[config.mk]
export PLATFORM = sky130hd
export DESIGN_NAME = icache_refill_bridge
export DESIGN_NICKNAME = d
export VERILOG_FILES = /design/src/rtl/icache_pkg.sv /design/src/rtl/icache_refill_line_buf.sv /design/src/rtl/icache_refill_bridge.sv
export SDC_FILE = /design/constraint.sdc
export NUM_CORES = 1
export LEC_CHECK = 0
export BUFFER_PORTS_ARGS = -buffer_cell sky130_fd_sc_hd__buf_2
export CAP_MARGIN = 20
export CORE_UTILIZATION = 40
export DETAILED_ROUTE_END_ITERATION = 8
export GPL_TIMING_DRIVEN = 0
export SYNTH_ARGS = -nofsm -noshare
export SYNTH_HDL_FRONTEND = slang
export SYNTH_SLANG_ARGS = --single-unit
[constraint.sdc]
create_clock -name clk -period 6.1 [get_ports clk]
set_input_delay 0.61 -clock clk [delete_from_list [all_inputs] [get_ports clk]]
set_output_delay 0.61 -clock clk [all_outputs]
set_load 0.02 [all_outputs]
[src/rtl/icache_pkg.sv]
// icache_pkg: shared refill constants and FSM state encodings.
// No ports; imported by the refill bridge and its line buffer.
package icache_pkg;

  localparam int LINE_BYTES = 16;
  localparam int LINE_WORDS = 4;
  localparam int OFFSET_W   = 4;
  localparam int WORD_IDX_W = 2;

  typedef enum logic [1:0] {
    RF_IDLE  = 2'd0,
    RF_FILL  = 2'd1,
    RF_DRAIN = 2'd2
  } refill_state_e;

endpackage

[src/rtl/icache_refill_line_buf.sv]
// icache_refill_line_buf: one-entry line store with tag compare.
// Ports: clk, rst_n, load_i/load_tag_i/load_data_i, lookup_tag_i, hit_o, data_o.
module icache_refill_line_buf
  import icache_pkg::*;
#(
  parameter int TAG_W  = 28,
  parameter int DATA_W = 128
) (
  input  logic              clk,
  input  logic              rst_n,
  input  logic              load_i,
  input  logic [TAG_W-1:0]  load_tag_i,
  input  logic [DATA_W-1:0] load_data_i,
  input  logic [TAG_W-1:0]  lookup_tag_i,
  output logic              hit_o,
  output logic [DATA_W-1:0] data_o
);

  logic              buf_valid_q, buf_valid_d;
  logic [TAG_W-1:0]  buf_tag_q, buf_tag_d;
  logic [DATA_W-1:0] buf_data_q, buf_data_d;

  always_comb begin
    buf_valid_d = buf_valid_q;
    buf_tag_d   = buf_tag_q;
    buf_data_d  = buf_data_q;
    if (load_i) begin
      buf_valid_d = 1'b1;
      buf_tag_d   = load_tag_i;
      buf_data_d  = load_data_i;
    end
  end

  always_ff @(posedge clk or negedge rst_n) begin
    if (!rst_n) begin
      buf_valid_q <= 1'b0;
      buf_tag_q   <= '0;
      buf_data_q  <= '0;
    end else begin
      buf_valid_q <= buf_valid_d;
      buf_tag_q   <= buf_tag_d;
      buf_data_q  <= buf_data_d;
    end
  end

  assign hit_o  = buf_valid_q &&
                  (buf_tag_q == lookup_tag_i);
  assign data_o = buf_data_q;

endmodule

[src/rtl/icache_refill_bridge.sv]
// icache_refill_bridge: fetches a 16-byte line as 4 word reads, returns it.
// Ports: icache req/ready/data, bus req/addr/ack/rdata. Opt: ICACHE_REFILL_LINE_BUF_EN.
module icache_refill_bridge
  import icache_pkg::*;
#(
  parameter int ADDR_W     = 32,
  parameter int LINE_WORDS = 4
) (
  input  logic                     clk,
  input  logic                     rst_n,
  input  logic [ADDR_W-1:0]        icache_addr_i,
  input  logic                     icache_valid_req_i,
  output logic                     mem_ready_o,
  output logic [32*LINE_WORDS-1:0] mem_data_o,
  output logic                     bus_req_o,
  output logic [ADDR_W-1:0]        bus_addr_o,
  input  logic                     bus_ack_i,
  input  logic [31:0]              bus_rdata_i
);

  localparam int TAG_W  = ADDR_W - OFFSET_W;
  localparam int DATA_W = 32 * LINE_WORDS;

  refill_state_e state_q, state_d;

  logic [TAG_W-1:0]      line_q, line_d;
  logic [TAG_W-1:0]      pend_line_q, pend_line_d;
  logic [WORD_IDX_W-1:0] beat_q, beat_d;
  logic                  pend_q, pend_d;
  logic                  ready_q, ready_d;
  logic [DATA_W-1:0]     asm_q, asm_d;
  logic [DATA_W-1:0]     data_q, data_d;

  logic [TAG_W-1:0]  req_line;
  logic [DATA_W-1:0] asm_next;
  logic              last_beat;
  logic              fill_done;
  logic              bypass;
  logic [DATA_W-1:0] buf_data;
  logic              unused_offset;

  assign req_line  = icache_addr_i[ADDR_W-1:OFFSET_W];
  assign last_beat =
    (beat_q == WORD_IDX_W'(LINE_WORDS - 1));
  assign unused_offset = ^icache_addr_i[OFFSET_W-1:0];

  // Current line image with the acked beat merged in.
  always_comb begin
    asm_next = asm_q;
    asm_next[beat_q*32 +: 32] = bus_rdata_i;
  end

  // Final beat accepted without a competing redirect.
  assign fill_done = (state_q == RF_FILL) &&
                     bus_ack_i &&
                     !icache_valid_req_i &&
                     last_beat;

`ifdef ICACHE_REFILL_LINE_BUF_EN
  logic buf_hit;

  icache_refill_line_buf #(
    .TAG_W  (TAG_W),
    .DATA_W (DATA_W)
  ) u_line_buf (
    .clk          (clk),
    .rst_n        (rst_n),
    .load_i       (fill_done),
    .load_tag_i   (line_q),
    .load_data_i  (asm_next),
    .lookup_tag_i (req_line),
    .hit_o        (buf_hit),
    .data_o       (buf_data)
  );

  // A hit in the ready cycle would give two
  // back-to-back ready pulses; send it to the bus.
  assign bypass = (state_q == RF_IDLE) &&
                  icache_valid_req_i &&
                  buf_hit && !ready_q;
`else
  assign bypass   = 1'b0;
  assign buf_data = '0;
`endif

  always_ff @(posedge clk or negedge rst_n) begin
    if (!rst_n) state_q <= RF_IDLE;
    else        state_q <= state_d;
  end

  always_comb begin
    state_d = state_q;
    unique case (state_q)
      RF_IDLE: begin
        if (icache_valid_req_i && !bypass)
          state_d = RF_FILL;
      end
      RF_FILL: begin
        if (icache_valid_req_i && !bus_ack_i)
          state_d = RF_DRAIN;
        else if (fill_done)
          state_d = RF_IDLE;
      end
      RF_DRAIN: begin
        if (bus_ack_i) state_d = RF_FILL;
      end
      default: state_d = RF_IDLE;
    endcase
  end

  always_comb begin
    bus_req_o  = (state_q != RF_IDLE);
    bus_addr_o = {line_q, beat_q, 2'b00};
  end

  always_comb begin
    line_d      = line_q;
    pend_line_d = pend_line_q;
    beat_d      = beat_q;
    pend_d      = pend_q;
    ready_d     = 1'b0;
    asm_d       = asm_q;
    data_d      = data_q;
    unique case (state_q)
      RF_IDLE: begin
        if (icache_valid_req_i) begin
          if (bypass) begin
            ready_d = 1'b1;
            data_d  = buf_data;
          end else begin
            line_d = req_line;
            beat_d = '0;
          end
        end
      end
      RF_FILL: begin
        if (icache_valid_req_i) begin
          if (bus_ack_i) begin
            line_d = req_line;
            beat_d = '0;
          end else begin
            pend_line_d = req_line;
            pend_d      = 1'b1;
          end
        end else if (bus_ack_i) begin
          asm_d = asm_next;
          if (last_beat) begin
            ready_d = 1'b1;
            data_d  = asm_next;
            beat_d  = '0;
          end else begin
            beat_d = beat_q + 1'b1;
          end
        end
      end
      RF_DRAIN: begin
        if (icache_valid_req_i)
          pend_line_d = req_line;
        if (bus_ack_i) begin
          line_d = icache_valid_req_i ?
                   req_line : pend_line_q;
          beat_d = '0;
          pend_d = 1'b0;
        end
      end
      default: ;
    endcase
  end

  always_ff @(posedge clk or negedge rst_n) begin
    if (!rst_n) begin
      line_q      <= '0;
      pend_line_q <= '0;
      beat_q      <= '0;
      pend_q      <= 1'b0;
      ready_q     <= 1'b0;
      asm_q       <= '0;
      data_q      <= '0;
    end else begin
      line_q      <= line_d;
      pend_line_q <= pend_line_d;
      beat_q      <= beat_d;
      pend_q      <= pend_d;
      ready_q     <= ready_d;
      asm_q       <= asm_d;
      data_q      <= data_d;
    end
  end

  assign mem_ready_o = ready_q;
  assign mem_data_o  = data_q;

endmodule

# After elaboration in Yosys (flattened, before gate mapping)
# Cells that the tools add are included.
[word_totals] register_bits=317 in_bits=68
[classes] add_sub_neg=2 n_eq_ne=10 shifts=2 n_mux=25 bitwise_logic=1 n_reduce_logical=16
[ops] operator="2-to-1 mux 28 bit" n=7
[ops] operator="bitwise mux 128 bit" n=1
[ops] operator="variable shift 32 x 34 -> 128 bit, first input constant" n=1
[ops] operator="variable part select 32 x 34 -> 128 bit" n=1
[ops] operator="case mux 28 bit (3 select lines)" n=1
[ops] operator="case mux 28 bit (2 select lines)" n=1
[ops] operator="negation 7 -> 34 bit" n=1
[ops] operator="2-to-1 mux 2 bit" n=9
[ops] operator="case mux 2 bit (3 select lines)" n=2
[ops] operator="AND reduction 3 bit" n=4
[ops] operator="inequality test 2 bit, second input constant" n=5
[ops] operator="AND reduction 5 bit" n=1
[ops] operator="== test 2 bit, second input constant" n=2
[ops] operator="logical AND 1 bit" n=4
[ops] operator="2-to-1 mux 1 bit" n=4
[ops] operator="AND reduction 4 bit" n=1
[ops] operator="nonzero test 2 bit" n=2
[ops] operator="inequality test 3 x 2 -> 1 bit, second input constant" n=1
[ops] operator="inequality test 3 bit, second input constant" n=1
[ops] operator="nonzero test 3 bit" n=1
[ops] operator="adder 2 x 1 -> 2 bit, second input constant" n=1
[ops] operator="== test 2 x 1 -> 1 bit, second input constant" n=1
[ops] operator="zero test 1 bit" n=2
[ops] operator="zero test 2 bit" n=1
[ops] operator="inverter 1 bit" n=1

# Logic depth before layout (Yosys ltp)
[depth] ltp_word=7 depth_mapped=11 mapped_depth_nobuf=7

# Worst setup path after synthesis
# OpenSTA, ideal clock, no wires.
[synth_path] kind="register -> register" start="register beat_q[0]" end="register asm_q[34]" setup_time_ns=0.121 arrival_ns=2.117 required_ns=5.979 setup_slack_ns=3.862 path_stages_with_launch=9 n_path_buf=3 path_cell_list="dfrtp_1 -> inv_2 -> ha_1 -> and4b_1 -> clkbuf_1 -> and2_1 -> buf_2 -> buf_2 -> a22o_1"
[synth_via] elab_chain_len=3 elab_cells_between_ends=4 cone_classes="add/sub: 1; shift: 2; mux: 1"
[synth_rtl] element="start: declaration" line="icache_refill_bridge.sv:28" text="logic [WORD_IDX_W-1:0] beat_q, beat_d;"
[synth_rtl] element="start signal: assignment" line="icache_refill_bridge.sv:182" text="beat_q <= beat_d;"
[synth_rtl] element="negation 7 -> 34 bit (*)" line="icache_refill_bridge.sv:50" text="asm_next[beat_q*32 +: 32] = bus_rdata_i;"
[synth_rtl] element="variable part select 32 x 34 -> 128 bit or variable shift 32 x 34 -> 128 bit (tied branches)" line="icache_refill_bridge.sv:50"
[synth_rtl] element="bitwise mux 128 bit (*)" line="icache_refill_bridge.sv:50"
[synth_rtl] element="end signal: assignment" line="icache_refill_bridge.sv:185" text="asm_q <= asm_d;"
[synth_rtl] element="end: declaration" line="icache_refill_bridge.sv:31" text="logic [DATA_W-1:0] asm_q, asm_d;"
# Mark *: on every way between the ends. The rest lies on a longest branch, timed or not.
# A chain may end at the register's enable or synchronous reset.

# Worst setup path after layout
[layout_path] start="register beat_q[0]" end="register data_q[109] (netlist: mem_data_o[109])"
[layout_via] elab_chain_len=3 elab_cells_between_ends=6 cone_classes="add/sub: 1; eq/ne: 1; shift: 2; mux: 1; reduce/logical: 1"
[layout_rtl] element="negation 7 -> 34 bit" line="icache_refill_bridge.sv:50"
[layout_rtl] element="variable part select 32 x 34 -> 128 bit or variable shift 32 x 34 -> 128 bit (tied branches)" line="icache_refill_bridge.sv:50"
[layout_rtl] element="bitwise mux 128 bit" line="icache_refill_bridge.sv:50"
[layout_rtl] element="end signal: assignment" line="icache_refill_bridge.sv:186" text="data_q <= data_d;"
[layout_rtl] element="end: declaration" line="icache_refill_bridge.sv:32" text="logic [DATA_W-1:0] data_q, data_d;"
# Parallel ways exist; a longest one is shown, timed or not.

==> metrics.yaml <==
cells_and_area:
  finish.utilization: 0.490
  area_growth_pct: 20.7
  layout-drive-gt1-share: 0.236
  diodes: 0
  final_nets: 1442
  stdcell_count: 1826
  fillerInstances: 3071
routing:
  drt_iter0_drc: 713
  num_vias: 9991
  drt-wirelength-per-cell_um: 20.4
  routed_wl_um: 37200
  vias_per_cell: 5.47
  detail-route-antenna-nets: 0
  dr.pass1.iters: 5
  drc_errors: 0
synthesis:
  synth_fa_ha_area_frac: 0.00951
  ys_warn_count: 0
  synth.distinct_cells: 37
  ys_seq_area_frac: 0.603
  syn_inst: 1133
  synth_compound_area_frac: 0.197
  synth-simple-area-share: 0.0943
  synth_xor_area_frac: 0
  synth_area_per_cell_um2: 11.6
  muxShareOfSynthArea: 0.0469
  netlist_area_um2: 13200
  synth_top_family_by_area: "compound AO/OA/AOI/OAI gates"
  ys_ff_latch: 317
timing:
  rsz0062_at_grt: "no"
  fmax_mhz: 367
  hold_ws_ns: 0.111
  setup_viol: 0
  period_minus_slack_ns: 2.73
  worstMarginPinSlew_ns: 0.949
  final.period_utilization: 0.447
  finClkSkew_ns: 0.0123
  drv_slew: 0
  setup_tns_ns: 0
  final_hold_viol_count: 0
  slew_headroom: 0.367
die:
  initial_core_util: 0.405
  rows: 66
  fp.dieW_um: 183
  ios: 230
  die_area_um2: 33600
  die_y_um: 183
  coreArea_um2: 32500
flow_run:
  max-cap-violations: 0
clock_tree:
  cts_root_buf: "clkbuf_16"
  cts_hold_buf: 0
  cts.htree.levels: 2
  worstSkewPairLatency_ns: 0.51
  post-cts-setup-buffers: 0
  cts_buffers: 36
  post_cts_resized: 0
  cts_buffer_depth: 3
  cts.clk_slew.worst_paths_ns: 0.06
  clock_sinks: 317
  cts_tree: "done"
critical_path:
  cp_max_fo: 10
  crit_path_start_kind: "register"
  end_kind: "register"
  worstSetupPathType: "reg2reg"
  cp.required_ns: 6.54
  cp.arrival_ns: 3.16
  r2r_slack_ns: 3.37
run_status:
  status: "finished clean"
worst_hold_path:
  worst_hold_path_type: "in2async"
power:
  finalPower_w: 0.00583
  p_leak_nw: 8.20
  power_density_nw_per_um2: 367
  peakVddDrop_v: 0.000255
global_routing:
  overflow: 0
  grt_pass1_vias: 9984
  grt_max_degree: 117
  grt_first_pass_wirelength_um: 58300
  track_usage: 0.226
  antenna_found_initial: 1
place:
  routabilityCongestion: 0.807
  hpwl_um: 25600
  io_buffers: 190
  dp.cells: 1768
==> flip-flops by register name (all words and copies together) (netlist names) <==
signal       flops
beat_q           2
line_q          28
mem_data_o     128
state_q          2
mem_ready_o      1
asm_q          128
pend_line_q     28
==> critical path: stages, from the launching register on <==
cell and delay [ns]:
dfrtp_1 0.57, inv_2 0.15, ha_1 0.42, nor4_4 0.53, clkbuf_1 0.60, a221oi_1 0.23
nor2_1 0.14
==> cells in the mapped netlist (all sizes together) <==
master,number,share of area
a21o,1,0.00057
a21oi,3,0.0011
a221oi,128,0.095
a22o,128,0.085
a32o,1,0.00076
and2,4,0.0019
and3b,1,0.00067
and4,1,0.00067
and4b,1,0.00076
buf,88,0.034
clkbuf,41,0.012
conb,1,0.00028
dfrtp,317,0.60
ha,10,0.0095
inv,14,0.0040
mux2,29,0.025
mux2i,29,0.022
nand2,36,0.010
nand3,1,0.00038
nor2,258,0.074
nor2b,2,0.00095
nor3,3,0.0015
nor4,1,0.0016
nor4b,1,0.0018
o21ai,31,0.012
o221a,1,0.00086
o221ai,1,0.00067
o311ai,1,0.00067
==> report_power, final <==
part | switching (W) | internal, W | total [W] | leakage, nW
registers | 0.000168 | 0.00240 | 0.00257 | 4.28
logic | 0.000729 | 0.000405 | 0.00113 | 3.36
clock network | 0.000841 | 0.00129 | 0.00213 | 0.572
total | 0.00174 | 0.00410 | 0.00583 | 8.20
==> layout make-up <==
class	count	area, um^2	area share
multi-input cells	674	4580	0.288
clock buffers	51	1060	0.0666
flip-flops and latches	317	7930	0.499
repair buffers	192	1020	0.0639
well taps	442	553	0.0348
clock inverters	7	98.8	0.00622
plain buffers	129	599	0.0377
inverters	14	52.6	0.00331
==> path summary, 6_finish.rpt <==
path / from / end / cells after the start
min: rst_n / mem_data_o[118] / 1
max reg2reg: beat_q[0] / mem_data_o[109] / 6
min in group clk: icache_addr_i[18] / pend_line_q[14] / 2
max in group asynchronous: rst_n / mem_data_o[103] / 2
min reg2reg: line_q[10] / line_q[10] / 2
max: beat_q[0] / mem_data_o[109] / 6
==> logic make-up after synthesis <==
logic type,count (synthesis)
and+or+nand+nor,309
AOI/OAI and AO/OA,295
other,1
muxes,58
adders and majority gates,10
buffers and inverters,143
DFF,317
==> per-stage QoR <==
stage	worst slack, ns	cell area, um^2
2_1_floorplan	3.86	13200
3_3_place_gp	-1.73	14700
3_5_place_dp	3.48	14700
4_1_cts	3.45	15900
5_1_grt	3.22	15900
6_report	3.37	15900
==> routing by layer <==
layer  routed length (um)  GRT usage
met5                   13          0
met3                 3030     0.0622
met4                 1150     0.0813
met1                16000      0.304
met2                17000      0.351
==> placed cells by master, fill, tap and decap left out, types with 2 or more instances in the layout <==
cell type | netlist | layout
buf_16 | 0 | 2
nor3_1 | 2 | 2
nand2_1 | 35 | 35
mux2i_1 | 29 | 29
clkbuf_1 | 41 | 47
buf_4 | 12 | 12
buf_2 | 38 | 227
buf_6 | 3 | 3
a22o_1 | 128 | 128
dfrtp_1 | 317 | 317
clkbuf_8 | 0 | 8
o21ai_0 | 10 | 10
bufinv_16 | 0 | 2
ha_1 | 10 | 10
o21ai_1 | 20 | 20
a21oi_1 | 3 | 3
clkinv_2 | 0 | 2
clkbuf_16 | 0 | 37
nor2_1 | 258 | 258
mux2_1 | 29 | 29
inv_1 | 10 | 10
inv_2 | 4 | 4
nor2b_1 | 2 | 2
a221oi_2 | 20 | 20
and2_1 | 4 | 4
conb_1 | 1 | 2
inv_6 | 0 | 2
buf_1 | 35 | 35
a221oi_1 | 108 | 108
No activity file was read; power rests on OpenSTA's default activity.
